### src/rtl/vsync_line_counter.sv
// -----------------------------------------------------------------------------
// vsync_line_counter
//
// Vertical timing stage that sits right after the horizontal sync generator.
// Each rising edge of the horizontal stage's LineEnd level advances the line
// counter by one. From that counter it derives the active-low vertical sync,
// the active-line flag, a one-clock FrameEnd pulse on wrap, and a free-running
// frame counter.
//
// Parameters
//   yresolution : width of the line timing inputs and of yposition
//   framebits   : width of FrameCount
//
// Ports
//   clock       in   system clock (shared with the horizontal stage)
//   reset       in   asynchronous active-low reset
//   LineEnd     in   end-of-line level; may stay high for several clocks
//   ActiveVideo in   visible lines per frame
//   FrontPorch  in   lines between active video and sync
//   SynchPulse  in   sync width in lines
//   BackPorch   in   lines after sync
//   vsync       out  active-low vertical sync
//   yposition   out  current line number
//   ActiveLine  out  high while yposition < ActiveVideo
//   FrameEnd    out  one-clock pulse on the edge where the counter wraps to 0
//   FrameCount  out  completed frames, wraps modulo 2^framebits
// -----------------------------------------------------------------------------
module vsync_line_counter #(
  parameter int yresolution = 10,
  parameter int framebits   = 8
) (
  input  logic                   clock,
  input  logic                   reset,
  input  logic                   LineEnd,
  input  logic [yresolution-1:0] ActiveVideo,
  input  logic [yresolution-1:0] FrontPorch,
  input  logic [yresolution-1:0] SynchPulse,
  input  logic [yresolution-1:0] BackPorch,
  output logic                   vsync,
  output logic [yresolution-1:0] yposition,
  output logic                   ActiveLine,
  output logic                   FrameEnd,
  output logic [framebits-1:0]   FrameCount
);

  logic [yresolution-1:0] ycount;
  logic                   LineEnd_q;
  logic                   line_tick;
  logic [yresolution-1:0] end_count;
  logic [yresolution:0]   sync_start;
  logic [yresolution:0]   sync_stop;
  logic [yresolution:0]   ycount_inc;
  logic                   wrap;

  // Frame length wraps modulo 2^yresolution; sync window uses one extra bit.
  assign end_count  = ActiveVideo + FrontPorch + SynchPulse + BackPorch;
  assign sync_start = {1'b0, ActiveVideo} + {1'b0, FrontPorch};
  assign sync_stop  = sync_start + {1'b0, SynchPulse};

  // ycount+1 >= EndCount is the same test as ycount >= EndCount-1 for a
  // non-zero frame length, and it is always true for EndCount == 0, so the
  // degenerate zero-length frame wraps on every tick without a special case.
  // The >= form also recovers when the frame is shortened mid-frame.
  assign ycount_inc = {1'b0, ycount} + (yresolution+1)'(1);
  assign wrap       = (ycount_inc >= {1'b0, end_count});

  // LineEnd_q resets high so a LineEnd already high at reset release is
  // not taken as a new line.
  assign line_tick = LineEnd & ~LineEnd_q;

  always_ff @(posedge clock or negedge reset) begin
    if (!reset) begin
      LineEnd_q  <= 1'b1;
      ycount     <= '0;
      FrameEnd   <= 1'b0;
      FrameCount <= '0;
    end else begin
      LineEnd_q <= LineEnd;
      FrameEnd  <= 1'b0;
      if (line_tick) begin
        if (wrap) begin
          ycount     <= '0;
          FrameEnd   <= 1'b1;
          FrameCount <= FrameCount + 1'b1;
        end else begin
          ycount <= ycount + 1'b1;
        end
      end
    end
  end

  // Decoded straight from the counter register: no latency versus yposition.
  assign yposition  = ycount;
  assign vsync      = ~(({1'b0, ycount} >= sync_start) &&
                        ({1'b0, ycount} <  sync_stop));
  assign ActiveLine = (ycount < ActiveVideo);

endmodule

### config.mk
export PLATFORM = sky130hd
export DESIGN_NAME = vsync_line_counter
export DESIGN_NICKNAME = d
export VERILOG_FILES = /design/src/rtl/vsync_line_counter.sv
export SDC_FILE = /design/constraint.sdc
export NUM_CORES = 1
export LEC_CHECK = 0
export ABC_CLOCK_PERIOD_IN_PS = 5990
export CAP_MARGIN = 20
export CELL_PAD_IN_SITES_DETAIL_PLACEMENT = 0
export CELL_PAD_IN_SITES_GLOBAL_PLACEMENT = 2
export CORE_UTILIZATION = 29
export CTS_CLUSTER_DIAMETER = 30
export CTS_CLUSTER_SIZE = 16
export DETAILED_ROUTE_END_ITERATION = 10
export PLACE_DENSITY_LB_ADDON = 0.25
export SLEW_MARGIN = 20
export SYNTH_ARGS = -nofsm -noshare
export SYNTH_HDL_FRONTEND = slang
export SYNTH_SLANG_ARGS = --single-unit
export TNS_END_PERCENT = 30
### constraint.sdc
create_clock -name clock -period 5.99 [get_ports clock]
set_input_delay 1.4975 -clock clock [delete_from_list [all_inputs] [get_ports clock]]
set_output_delay 1.4975 -clock clock [all_outputs]
set_load 0.005 [all_outputs]
# Yosys cells after proc, flatten, opt, wreduce, memory -nomap -nowiden
# Cells that the tools add are included.
# W data, S select, Z words.
# word_totals
elab_cells	24
regBits	20
# classes
n_reduce_logical	2
addsub	8
mux	3
n_bitwise	3
magnitude_cmp	4
# ops
operator	count
$add A10 B10 Y10	3
$add A10 B1 Y11 const B	1
$add A10 B10 Y11	1
$add A11 B10 Y11	1
$ge A10 B11 Y1	1
$ge A11 B10 Y1	1
$lt A10 B11 Y1	1
$add A10 B1 Y10 const B	1
$lt A10 B10 Y1	1
$mux W10	1
$add A8 B1 Y8 const B	1
$mux W1	2
$not A1 Y1	2
$reduce_and A2 Y1	1
$and A1 B1 Y1	1
$logic_and A1 B1 Y1	1

# Depth between registers and ports, before layout
# depth
ltp_word	6
mapped_depth	19
depth_no_buf	19

# Least setup slack after synthesis
# Ideal clock, no wire load.
# synth_timing
kind	input to output
startpoint	in ActiveVideo[0]
endpoint	out vsync
path_stages	16
path_slack_ns	-0.063
arrival_time_ns	4.556
t_required_ns	4.493
n_path_buf	0
cell_sequence	ha_1 -> inv_1 -> fa_1 -> nor2b_1 -> o21ai_0 -> a21oi_1 -> ha_1 -> o21a_1 -> a2111oi_0 -> o21bai_1 -> a21oi_1 -> xor2_1 -> ha_1 -> nor2b_1 -> a2111oi_2 -> o31ai_2
# synth_via
elab_chain_cells	5
# synth_rtl
item	line	source
from (decl)	35	input logic [yresolution-1:0] ActiveVideo,
$add A10 B10 Y11 *	57	assign sync_start = {1'b0, ActiveVideo} + {1'b0, FrontPorch};
$add A11 B10 Y11	58	assign sync_stop = sync_start + {1'b0, SynchPulse};
$lt A10 B11 Y1	95	({1'b0, ycount} < sync_stop));
$logic_and A1 B1 Y1 *	94	assign vsync = ~(({1'b0, ycount} >= sync_start) &&
$not A1 Y1 *	94	
to (decl)	39	output logic vsync,
# Every way passes the cells marked *; elsewhere a longest branch is shown, timed or not.

# Final worst setup path
# layout_timing
startpoint	in ActiveVideo[3]
endpoint	out vsync
# The elaborated chain is that of the path after synthesis.

==> out/qor.yml <==
skew_ns: 0.00232
cts_buffer_depth: 2
synth_top_cells_by_count: "ha_1, inv_1, nand2_1, xnor2_1, a21oi_1"
p_leak_nw: 2.45
setup-tns-final_ns: -0.274
place_congestion: 0.795
yosysUniqueCellTypes: 50
final_util_pct: 42.5
pre_cts_slack_ns: -1.24
drive_gt1_share_pct: 19.6
start_kind: "input port"
finalHoldViolCount: 0
slowest_stage: "ha_2"
grt_usage_pct: 14.6
fmax_mhz: 160
synth_area_per_cell_um2: 8.85
final_max_slew_viol_count: 0
syn_area_mm2: 0.00343
whs_ns: 0.465
wl_met3_um: 113
core.rowCount: 39
insertion_delay_ns: 0.25
coreArea_mm2: 0.0115
yosysTopAreaCell: "ha_1"
grt_pass1_vias: 3133
io_pins: 64
tightest_slew_ns: 0.899
synthToLayoutAreaGrowth_pct: 41.8
power_density_mw_per_mm2: 236
ant_nets: 0
cts_inserted_buffers: 3
synth-simple-area-share_pct: 14.0
num-nets-final: 636
dr.pass1.iters: 4
async_flop_share_pct: 100
yosysWarnings: 0
finalWirelength_um: 8770
dr_wl_met2_um: 4340
yosys-top-cells-area: "ha_1, dfrtp_1, fa_1"
grt_pass1_wl_um: 14600
highest_layer: "met4"
cp_top_family: "compound AO/OA/AOI/OAI gates"
hp-class: "reg -> reg"
slowest_delay_ns: 0.34
ctsHoldBuffers: 0
die_x_um: 111
cts.clk_slew.worst_paths_ns: 0.06
fillers: 1161
violations: "setup timing"
via_count: 3027
die_y_um: 111
end_kind: "output pin"
antenna_cells: 0
synth.most_common_cell: "ha_1"
die-area_mm2: 0.0123
p_clk_share_pct: 15.9
cp_max_fo: 3
htree_levels: 1
synth_nets: 522
slew_headroom_pct: 39.9
grt_antenna_before_repair: 0
initial_core_util_pct: 29.9
synth-compound-area-share_pct: 16.8
drc_errors: 0
fin_crit_sh_pct: 105
fin_ws_ns: -0.274
total_power_mw: 1.15
cts_sinks: 20
dr.first_iter.drc_count: 55
grt_start_max_net_pins: 21
setup_viol: 1
status: "finished, violations left"
required_ns: 4.49
ctsRootBufferMaster: "clkbuf_16"
swShare_pct: 40.9
via_per_inst: 4.70
cp.arrival_ns: 4.77
ir_drop_uv: 147
combPwrFrac_pct: 65.8
avgRoutedWirePerCell_um: 13.6
synthFlopType: "dfrtp_1"
cts_tree: "built"
wl_met1_um: 4250
synth-edff-count: 0
switching_power_uw: 471
synth-adder-area-share_pct: 37.5
synth_top_family_by_area: "adder cells"
overflow: 0
seq_area_frac_synth_pct: 14.6
ys_seq_elements: 20
place_hpwl_um: 7520
synthCells: 388
fin_crit_ns: 6.26
worst-path-buf-inv: 2
criticalPathCategory: "in -> out"
rsz0062_at_grt: "true"
pwr-share-seq_pct: 18.4
synth_xor_area_share_pct: 10.2
muxShareOfSynthArea_pct: 0.328
max_cap_viol_count: 0
crit_chain: "dlygate4sd2_1 > ha_1 > o21a_1 > o31a_1 > o21ai_1 > nand2b_1 > xor2_2 > ha_2 > o21ai_1 > nand2b_1 > nand2_1 > o21bai_1 > a21oi_1 > xor2_1 > ha_1 > nor2b_4 > a2111oi_4 > o31ai_2 > buf_2"
yosys.area.top_type_share_pct: 25.9
internal_power_uw: 680
port_buffers: 63
[registers in the layout (all words and copies together) (netlist names)]
name        count
LineEnd_q       1
yposition      10
FrameEnd        1
FrameCount      8
[worst reg2reg max path, cell delays in order, from the launching register on]
cell	delay, ns
dfrtp_1	0.62
ha_1	0.34
nand3_1	0.12
xnor2_1	0.24
ha_1	0.28
a21oi_1	0.14
o21ai_0	0.08
a21oi_1	0.51
o31ai_4	0.19
mux2_4	0.34
[timing repair]
item                       in CTS  in global routing
gates resized for setup        71                  7
setup buffers                  10                  0
gates cloned                    0                  1
pin swaps                      33                  6
setup endpoints to repair       1                 15
[layout by cell type (no fill, tap or decap), types with 3 or more instances in the layout]
cell type	n
ha_1	63
inv_1	54
clkdlybuf4s50_1	47
buf_4	47
nand2_1	31
xnor2_1	23
dfrtp_1	19
a21oi_1	19
fa_1	19
nand2b_1	18
xor2_1	13
a21o_1	11
o21ai_0	10
nand3_1	9
o21a_1	8
dlygate4sd2_1	8
o21ai_1	7
nor2_1	7
a21oi_2	6
and3_1	6
nand4_1	5
ha_4	5
buf_2	5
xnor2_2	3
o21bai_1	3
ha_2	3
clkbuf_16	3
buf_6	3
[metrics by stage]
step,instance area [µm²],cells
global placement,4520,629
detailed placement,4520,629
CTS,4830,643
global route,4870,644
finish,4870,644
floorplan,3440,388
[power by group through the flow]
stage          logic, mW  registers, mW  clock network [mW]
6_report           0.757          0.212               0.183
5_1_grt            0.870          0.219               0.191
4_1_cts            0.753          0.213               0.188
3_5_place_dp       0.699          0.215                   0
3_3_place_gp       0.683          0.212                   0
2_1_floorplan      0.471          0.190                   0
[per-layer routing]
| layer | track usage, % | up-vias |
|---|---|---|
| li1 | - | 1571 |
| met1 | 18.7 | 1420 |
| met2 | 27.2 | 31 |
| met3 | 0.711 | 5 |
| met4 | 2.67 | 0 |
| met5 | 0 | - |
[path summary, 6_finish.rpt]
check	start	to	slack, ns	cells past startpoint
setup / recovery	ActiveVideo[3]	vsync	-0.27	19
hold / removal	FrameCount[7]$_DFFE_PN0P_	FrameCount[7]$_DFFE_PN0P_	0.47	1
setup reg to reg	yposition[0]$_DFFE_PN0P_	FrameCount[1]$_DFFE_PN0P_	3.03	9
hold reg to reg	FrameCount[7]$_DFFE_PN0P_	FrameCount[7]$_DFFE_PN0P_	0.47	1
max in group asynchronous	reset	yposition[0]$_DFFE_PN0P_	3.69	1
min in group asynchronous	reset	yposition[3]$_DFFE_PN0P_	1.75	1
[logic make-up (layout without fill, tap and decap cells)]
logic type / after synthesis / in the layout
xor+xnor: 40 / 40
fa+ha+maj: 91 / 91
flops: 20 / 20
mux: 1 / 1
buf+inv: 59 / 171
simple gates: 91 / 91
compound gates: 86 / 87
[cell type report]
cell class,instances,area [µm²],share of cell area (%)
tap,143,179,3.67
clock buffer,3,75.1,1.54
clock inverter,1,30.0,0.617
sequential,20,502,10.3
inverter,56,210,4.32
timing repair buffer,111,965,19.8
multi-input combinational,310,2910,59.7
(Power assumes the default switching activity.)
